===== src/rtl/fifo_rd_adapter.sv =====
// Read-side consumer for sync_fifo: hides the 1-cycle registered read latency
// and presents words on a valid/ready stream through a 2-entry skid buffer.
module fifo_rd_adapter #(
  parameter int WIDTH = 8,
  parameter int CNT_W = 16
) (
  input  logic             clk,
  input  logic             rst_n,
  input  logic             en,
  input  logic             flush,
  input  logic             fifo_empty,
  input  logic [WIDTH-1:0] fifo_dout,
  output logic             fifo_rd_en,
  output logic             m_valid,
  input  logic             m_ready,
  output logic [WIDTH-1:0] m_data,
  output logic [CNT_W-1:0] rd_count
);

  logic [WIDTH-1:0] data_buf [2];
  logic             wr_ptr;
  logic             rd_ptr;
  logic [1:0]       occ;
  logic             inflight;
  logic             drop;
  logic             pop;
  logic             capture;
  logic [2:0]       pending;

  // A read is only issued when the word it returns is guaranteed a free slot,
  // counting words already in flight and the slot freed by this cycle's pop.
  always_comb begin
    m_valid    = (occ != 2'd0) && !flush;
    m_data     = data_buf[rd_ptr];
    pop        = m_valid && m_ready;
    capture    = inflight && !drop && !flush;
    pending    = 3'(occ) + 3'(inflight) - 3'(pop);
    fifo_rd_en = rst_n && en && !flush && !fifo_empty && (pending < 3'd2);
  end

  always_ff @(posedge clk or negedge rst_n) begin
    if (!rst_n) begin
      data_buf[0] <= '0;
      data_buf[1] <= '0;
      wr_ptr      <= 1'b0;
      rd_ptr      <= 1'b0;
      occ         <= 2'd0;
      inflight    <= 1'b0;
      drop        <= 1'b0;
      rd_count    <= '0;
    end else if (flush) begin
      // An in-flight word would land after the flush; drop marks it for discard.
      wr_ptr   <= 1'b0;
      rd_ptr   <= 1'b0;
      occ      <= 2'd0;
      inflight <= 1'b0;
      drop     <= inflight;
    end else begin
      if (capture) begin
        data_buf[wr_ptr] <= fifo_dout;
        wr_ptr           <= ~wr_ptr;
      end
      if (pop) begin
        rd_ptr   <= ~rd_ptr;
        rd_count <= rd_count + CNT_W'(1);
      end
      occ      <= occ + 2'(capture) - 2'(pop);
      inflight <= fifo_rd_en;
      drop     <= 1'b0;
    end
  end

endmodule


===== config.mk =====
export PLATFORM = sky130hd
export DESIGN_NAME = fifo_rd_adapter
export DESIGN_NICKNAME = d
export VERILOG_FILES = /design/src/rtl/fifo_rd_adapter.sv
export SDC_FILE = /design/constraint.sdc
export NUM_CORES = 1
export LEC_CHECK = 0
export BUFFER_PORTS_ARGS = -buffer_cell sky130_fd_sc_hd__clkbuf_2
export CAP_MARGIN = 20
export CORE_MARGIN = 10
export CORE_UTILIZATION = 50
export CTS_BUF_LIST = sky130_fd_sc_hd__clkbuf_8
export DETAILED_ROUTE_END_ITERATION = 7
export PLACE_DENSITY = 0.85
export SLEW_MARGIN = 10
export SYNTH_ARGS = -nofsm -noshare
export SYNTH_HDL_FRONTEND = slang
export SYNTH_SLANG_ARGS = --single-unit

===== constraint.sdc =====
create_clock -name clk -period 2.1 [get_ports clk]
set_input_delay 0.42 -clock clk [delete_from_list [all_inputs] [get_ports clk]]
set_output_delay 0.42 -clock clk [all_outputs]
set_load 0.02 [all_outputs]

Word-level counts from Yosys, hierarchy flattened
Cells that the tools add are included.
{"block": "op_classes", "add_sub_neg": 5, "order_cmp": 4, "n_mux": 13, "bitwise_logic": 5, "n_reduce_logical": 17}
{"operator": "$mux 8", "n": 4}
{"operator": "$add 16x1->16 const B", "n": 1}
{"operator": "$bwmux 16", "n": 1}
{"operator": "$logic_and 1x1->1", "n": 9}
{"operator": "$demux 8 s1", "n": 1}
{"operator": "$mux 1", "n": 6}
{"operator": "$reduce_bool 2->1", "n": 3}
{"operator": "$ge 2x2->1 const B", "n": 2}
{"operator": "$not 1->2", "n": 2}
{"operator": "$reduce_and 2->1", "n": 2}
{"operator": "$add 2x1->3", "n": 1}
{"operator": "$logic_not 1->1", "n": 3}
{"operator": "$lt 3x2->1 const B", "n": 1}
{"operator": "$not 1->1", "n": 3}
{"operator": "$sub 3x1->3", "n": 1}
{"operator": "$add 2x1->2", "n": 1}
{"operator": "$lt 2x1->1 const B", "n": 1}
{"operator": "$mux 2", "n": 1}
{"operator": "$sub 2x1->2", "n": 1}
{"block": "totals", "regBits": 38, "in_bits": 14, "output_inout_bits": 26, "wordCells": 52}

Depth between registers and ports, before layout
{"block": "depth", "ltp_word": 7, "mapped_depth": 9, "mapped_depth_nobuf": 8}

Least setup slack after synthesis
Ideal clock, no wire load.
{"block": "synth_path", "path_type": "input-to-output", "from": "input flush", "to": "output fifo_rd_en", "arrival_ns": 2.179, "t_required_ns": 1.680, "setup_slack_ns": -0.499, "path_stages": 8, "n_path_buf": 1, "cell_sequence": "buf_6 o21ba_4 nand2_4 xnor2_1 nand2_1 fa_1 nand4b_1 nor3_1"}
{"block": "synth_between", "elab_chain_cells": 6, "word_cells_on_any_way": 8, "classes_between": "add/sub (1); order compare (1); reduce/logical (6)"}
{"element": "start, declared", "line_no": "10", "rtl": "input logic flush,"}
{"element": "$logic_not 1->1", "line_no": "33", "rtl": "m_valid = (occ != 2'd0) && !flush;"}
{"element": "$logic_and 1x1->1", "line_no": "33"}
{"element": "named net m_valid", "line_no": "14", "rtl": "output logic m_valid,"}
{"element": "$logic_and 1x1->1", "line_no": "35", "rtl": "pop = m_valid && m_ready;"}
{"element": "$sub 3x1->3", "line_no": "37", "rtl": "pending = 3'(occ) + 3'(inflight) - 3'(pop);"}
{"element": "$lt 3x2->1", "line_no": "38", "rtl": "fifo_rd_en = rst_n && en && !flush && !fifo_empty && (pending < 3'd2);"}
{"element": "$logic_and 1x1->1", "line_no": "38"}
{"element": "end, declared", "line_no": "13", "rtl": "output logic fifo_rd_en,"}
The timed path passes the listed nets, and every way through them passes these cells.

Final worst setup path
{"block": "layout_path", "from": "register occ[1]", "to": "output fifo_rd_en"}
{"block": "layout_between", "elab_chain_cells": 6, "word_cells_on_any_way": 7, "classes_between": "add/sub (2); order compare (1); reduce/logical (4)"}
{"element": "start, declared", "line_no": "23", "rtl": "logic [1:0] occ;"}
{"element": "start signal, assigned", "line_no": "67", "rtl": "occ <= occ + 2'(capture) - 2'(pop);"}
{"element": "parallel branches: the longest is 3 deep, another holds $add 2x1->3"}
{"element": "$sub 3x1->3 (*)", "line_no": "37"}
{"element": "$lt 3x2->1 (*)", "line_no": "38"}
{"element": "$logic_and 1x1->1 (*)", "line_no": "38"}
Every way passes the cells marked *.

==> flow_summary_export.csv <==
group,metric,value,unit
status,failed_checks,"negative setup slack",
worst_setup_path,worstSetupEndpointType,"output pin",
timing,maxSlewViolCount,0,
placement,place_inst,233,
timing,rsz0062_at_grt,"true",
job,maxCapViolCount,0,
placement,hpwl,2790,um
synth,ys_seq_elements,38,
synth,synth.most_common_cell,"dfrtp_1",
worst_setup_path,cp.required,1.68,ns
floorplan,die_w,80.8,um
synth,synth-edff-count,0,
final_layout,fillers,303,
synth,synth-seq-area-share,0.515,
final_layout,stdcell_count,242,
timing,fin_crit,2.57,ns
clocking,clock_latency,0.29,ns
synth,synth_top_area_share,0.515,
timing,hold_violations,0,
placement,gp_congestion,0.739,
timing,finClkSkew,0.00567,ns
synth,synthesis.instances,141,
global_route,antenna_found_initial,0,
clocking,cts_root_buffer,"clkbuf_8",
clocking,postCtsHoldBufs,0,
worst_setup_path,worstPathCellList,"o21ba_4 > nand2_4 > xnor2_2 > nand2_1 > fa_1 > nand4b_1 > nor3_4 > clkbuf_8",
synth,synth_fp_nets,159,
power_and_ir_drop,peakVddDrop,439,uV
drt,drt-total-wl,3670,um
timing,max_slew_margin,0.693,
floorplan,initial_utilization,0.512,
floorplan,rows,22,
clocking,clockBufferDepth,2,
final_layout,fin_nets,211,
final_layout,layout-drive-gt1-share,0.510,
synth,synthTopCellsByArea,"dfrtp_1 51%, mux2_2 15%, xor2_1 5.7%, xnor2_1 4.3%, nor3_2 3.2%",
worst_setup_path,critical_path_class,"reg2out",
drt,via_per_inst,4.99,
status,status,"complete, but fails checks",
synth,yosys_warnings,0,
final_layout,final_core_util,0.631,
clocking,clock-sinks,38,
synth,synth_flop_cell,"dfrtp_1",
timing,worst_slack,-0.470,ns
worst_setup_path,max_stage_delay,0.48,ns
floorplan,coreArea,3610,sq um
power_and_ir_drop,swShare,0.293,
worst_setup_path,reg2reg_to,"inflight",
drt,routed-via-count,1207,
worst_setup_path,cp.arrival,2.15,ns
synth,netlist_area,1850,sq um
drt,drcViolationCount,0,
power_and_ir_drop,p_seq_frac,0.493,
drt,firstDrtPassIters,4,
timing,hold_slack,0.189,ns
power_and_ir_drop,intPower,1230,uW
floorplan,die_height,80.8,um
power_and_ir_drop,switchingPower,508,uW
worst_setup_path,crit_family,"simple AND/OR/NAND/NOR gates",
power_and_ir_drop,combPwrFrac,0.202,
worst_setup_path,crit_path_top_delay_cell,"fa_1",
floorplan,die_area,6530,sq um
floorplan,io_pins,40,
worst_setup_path,timing.rr.start,"occ[1]",
drt,ant_nets,0,
synth,synth_common_cells,"38 x dfrtp_1, 25 x mux2_2, 12 x xor2_1",
synth,ys_types,29,
power_and_ir_drop,cellPowerDensity,762,nW/um^2
global_route,grt-ovfl-total,0,
power_and_ir_drop,p_leak,0.00116,uW
worst_setup_path,cp_max_fo,2,
worst_setup_path,start_kind,"flop",
worst_setup_path,path_buf_inv,1,
clocking,cts_max_level,2,
final_layout,diodes,0,
placement,port_buffers,39,
placement,pre_cts_ws,-0.296,ns
global_route,grt_use_total,0.122,
timing,max_clock_freq,0.389,GHz
timing,worst_pin_slew,0.461,ns
clocking,cts_tree,"done",
timing,setup-violations-final,1,
hold_path,hold_class,"in2async",
worst_setup_path,r2r.worst_path.cells,8,
global_route,grt_pass1_vias,1317,
drt,wl_per_cell,15.2,um
clocking,path_clk_slew,0.08,ns
synth,async_flop_share,1.00,
final_layout,areaGrowthSynthToFinish,23.1,%
power_and_ir_drop,clockPowerShare,0.305,
global_route,grt_max_degree,39,
drt,drt_iter0_markers,36,
worst_setup_path,r2r_setup_slack,0.18,ns
synth,synth.largest_area_cell,"dfrtp_1",
timing,finalCritPeriodShare,1.22,
global_route,grt_pass1_wl,6130,um
synth,synth.avg_cell_area,13.1,sq um
clocking,cts_buffers,5,
## power groups by stage
stage               logic (uW)  clock network (uW)  registers (uW)
floorplan                  212                   0             879
global placement           349                   0             867
detailed placement         353                   0             871
CTS                        357                 547             857
global route               384                 582             867
finish                     350                 529             856
## cell families after synthesis
kind of cell | count (synthesis) | share of synthesized area
AOI/OAI and AO/OA | 2 | 0.0115
muxes | 25 | 0.152
xor gates and xnor gates | 21 | 0.0995
buffers and inverters | 7 | 0.0183
adders and majority gates | 4 | 0.0311
and+or+nand+nor | 44 | 0.173
DFF | 38 | 0.515
## flip-flops by register name, indices dropped and copies added, names as in the netlist
| name | flops |
|---|---|
| rd_ptr | 1 |
| inflight | 1 |
| data_buf | 16 |
| wr_ptr | 1 |
| occ | 2 |
| drop | 1 |
| rd_count | 16 |
## stage by stage
step | total power (uW) | setup TNS [ns] | area [sq um]
2_1_floorplan | 1090 | -0.322 | 1860
3_3_place_gp | 1220 | -0.262 | 2150
3_5_place_dp | 1220 | -0.296 | 2150
4_1_cts | 1760 | -0.468 | 2270
5_1_grt | 1830 | -0.588 | 2270
6_report | 1730 | -0.470 | 2270
## worst reg2reg max path, cell delays in order (launching register included)
cell and delay (ns):
dfrtp_1 0.39, o21ba_4 0.24, nand2_4 0.08, xnor2_2 0.10
nand2_1 0.09, fa_1 0.48, nand4b_1 0.16, buf_4 0.18
nor3_1 0.13
## layer usage
layer  share of wire  track usage
met1            0.42        0.134
met4           0.017       0.0536
met3            0.10       0.0706
met2            0.46        0.187
met5               0            0
## placed cells by master (no fill, tap or decap), types with 2 or more instances in the layout
cell       n
and2b_2    2
buf_4      7
clkbuf_2  38
clkbuf_8   7
dfrtp_1   38
ha_1       3
inv_1      5
mux2_2    25
nand2_1    8
nand3_1    3
nand4_1    3
nor2_1     6
nor2_2     2
nor3_1     3
nor3_2     6
xnor2_1    8
xor2_1    12
## worst max-delay path by stage
stage,depth (start not counted),slack [ns],startpoint,end
2_1_floorplan,8,-0.32,flush,fifo_rd_en
3_3_place_gp,9,-0.26,flush,fifo_rd_en
3_5_place_dp,9,-0.30,flush,fifo_rd_en
4_1_cts,8,-0.47,occ[1],fifo_rd_en
5_1_grt,8,-0.59,occ[1],fifo_rd_en
6_report,8,-0.47,occ[1],fifo_rd_en
## area by class of cell
type,instances,area (sq um),area share
timing repair buffer,47,268,0.118
sequential,38,951,0.418
tap,48,60.1,0.0264
inverter,5,18.8,0.00825
clock buffer,6,82.6,0.0363
multi-input combinational,96,882,0.388
clock inverter,2,12.5,0.00550
## timing repair
item                                    in CTS  in global routing
setup buffers                                1                  0
gates resized for setup                      3                  1
endpoints found under the setup margin       1                  1
Power figures use the tool's default switching activity.
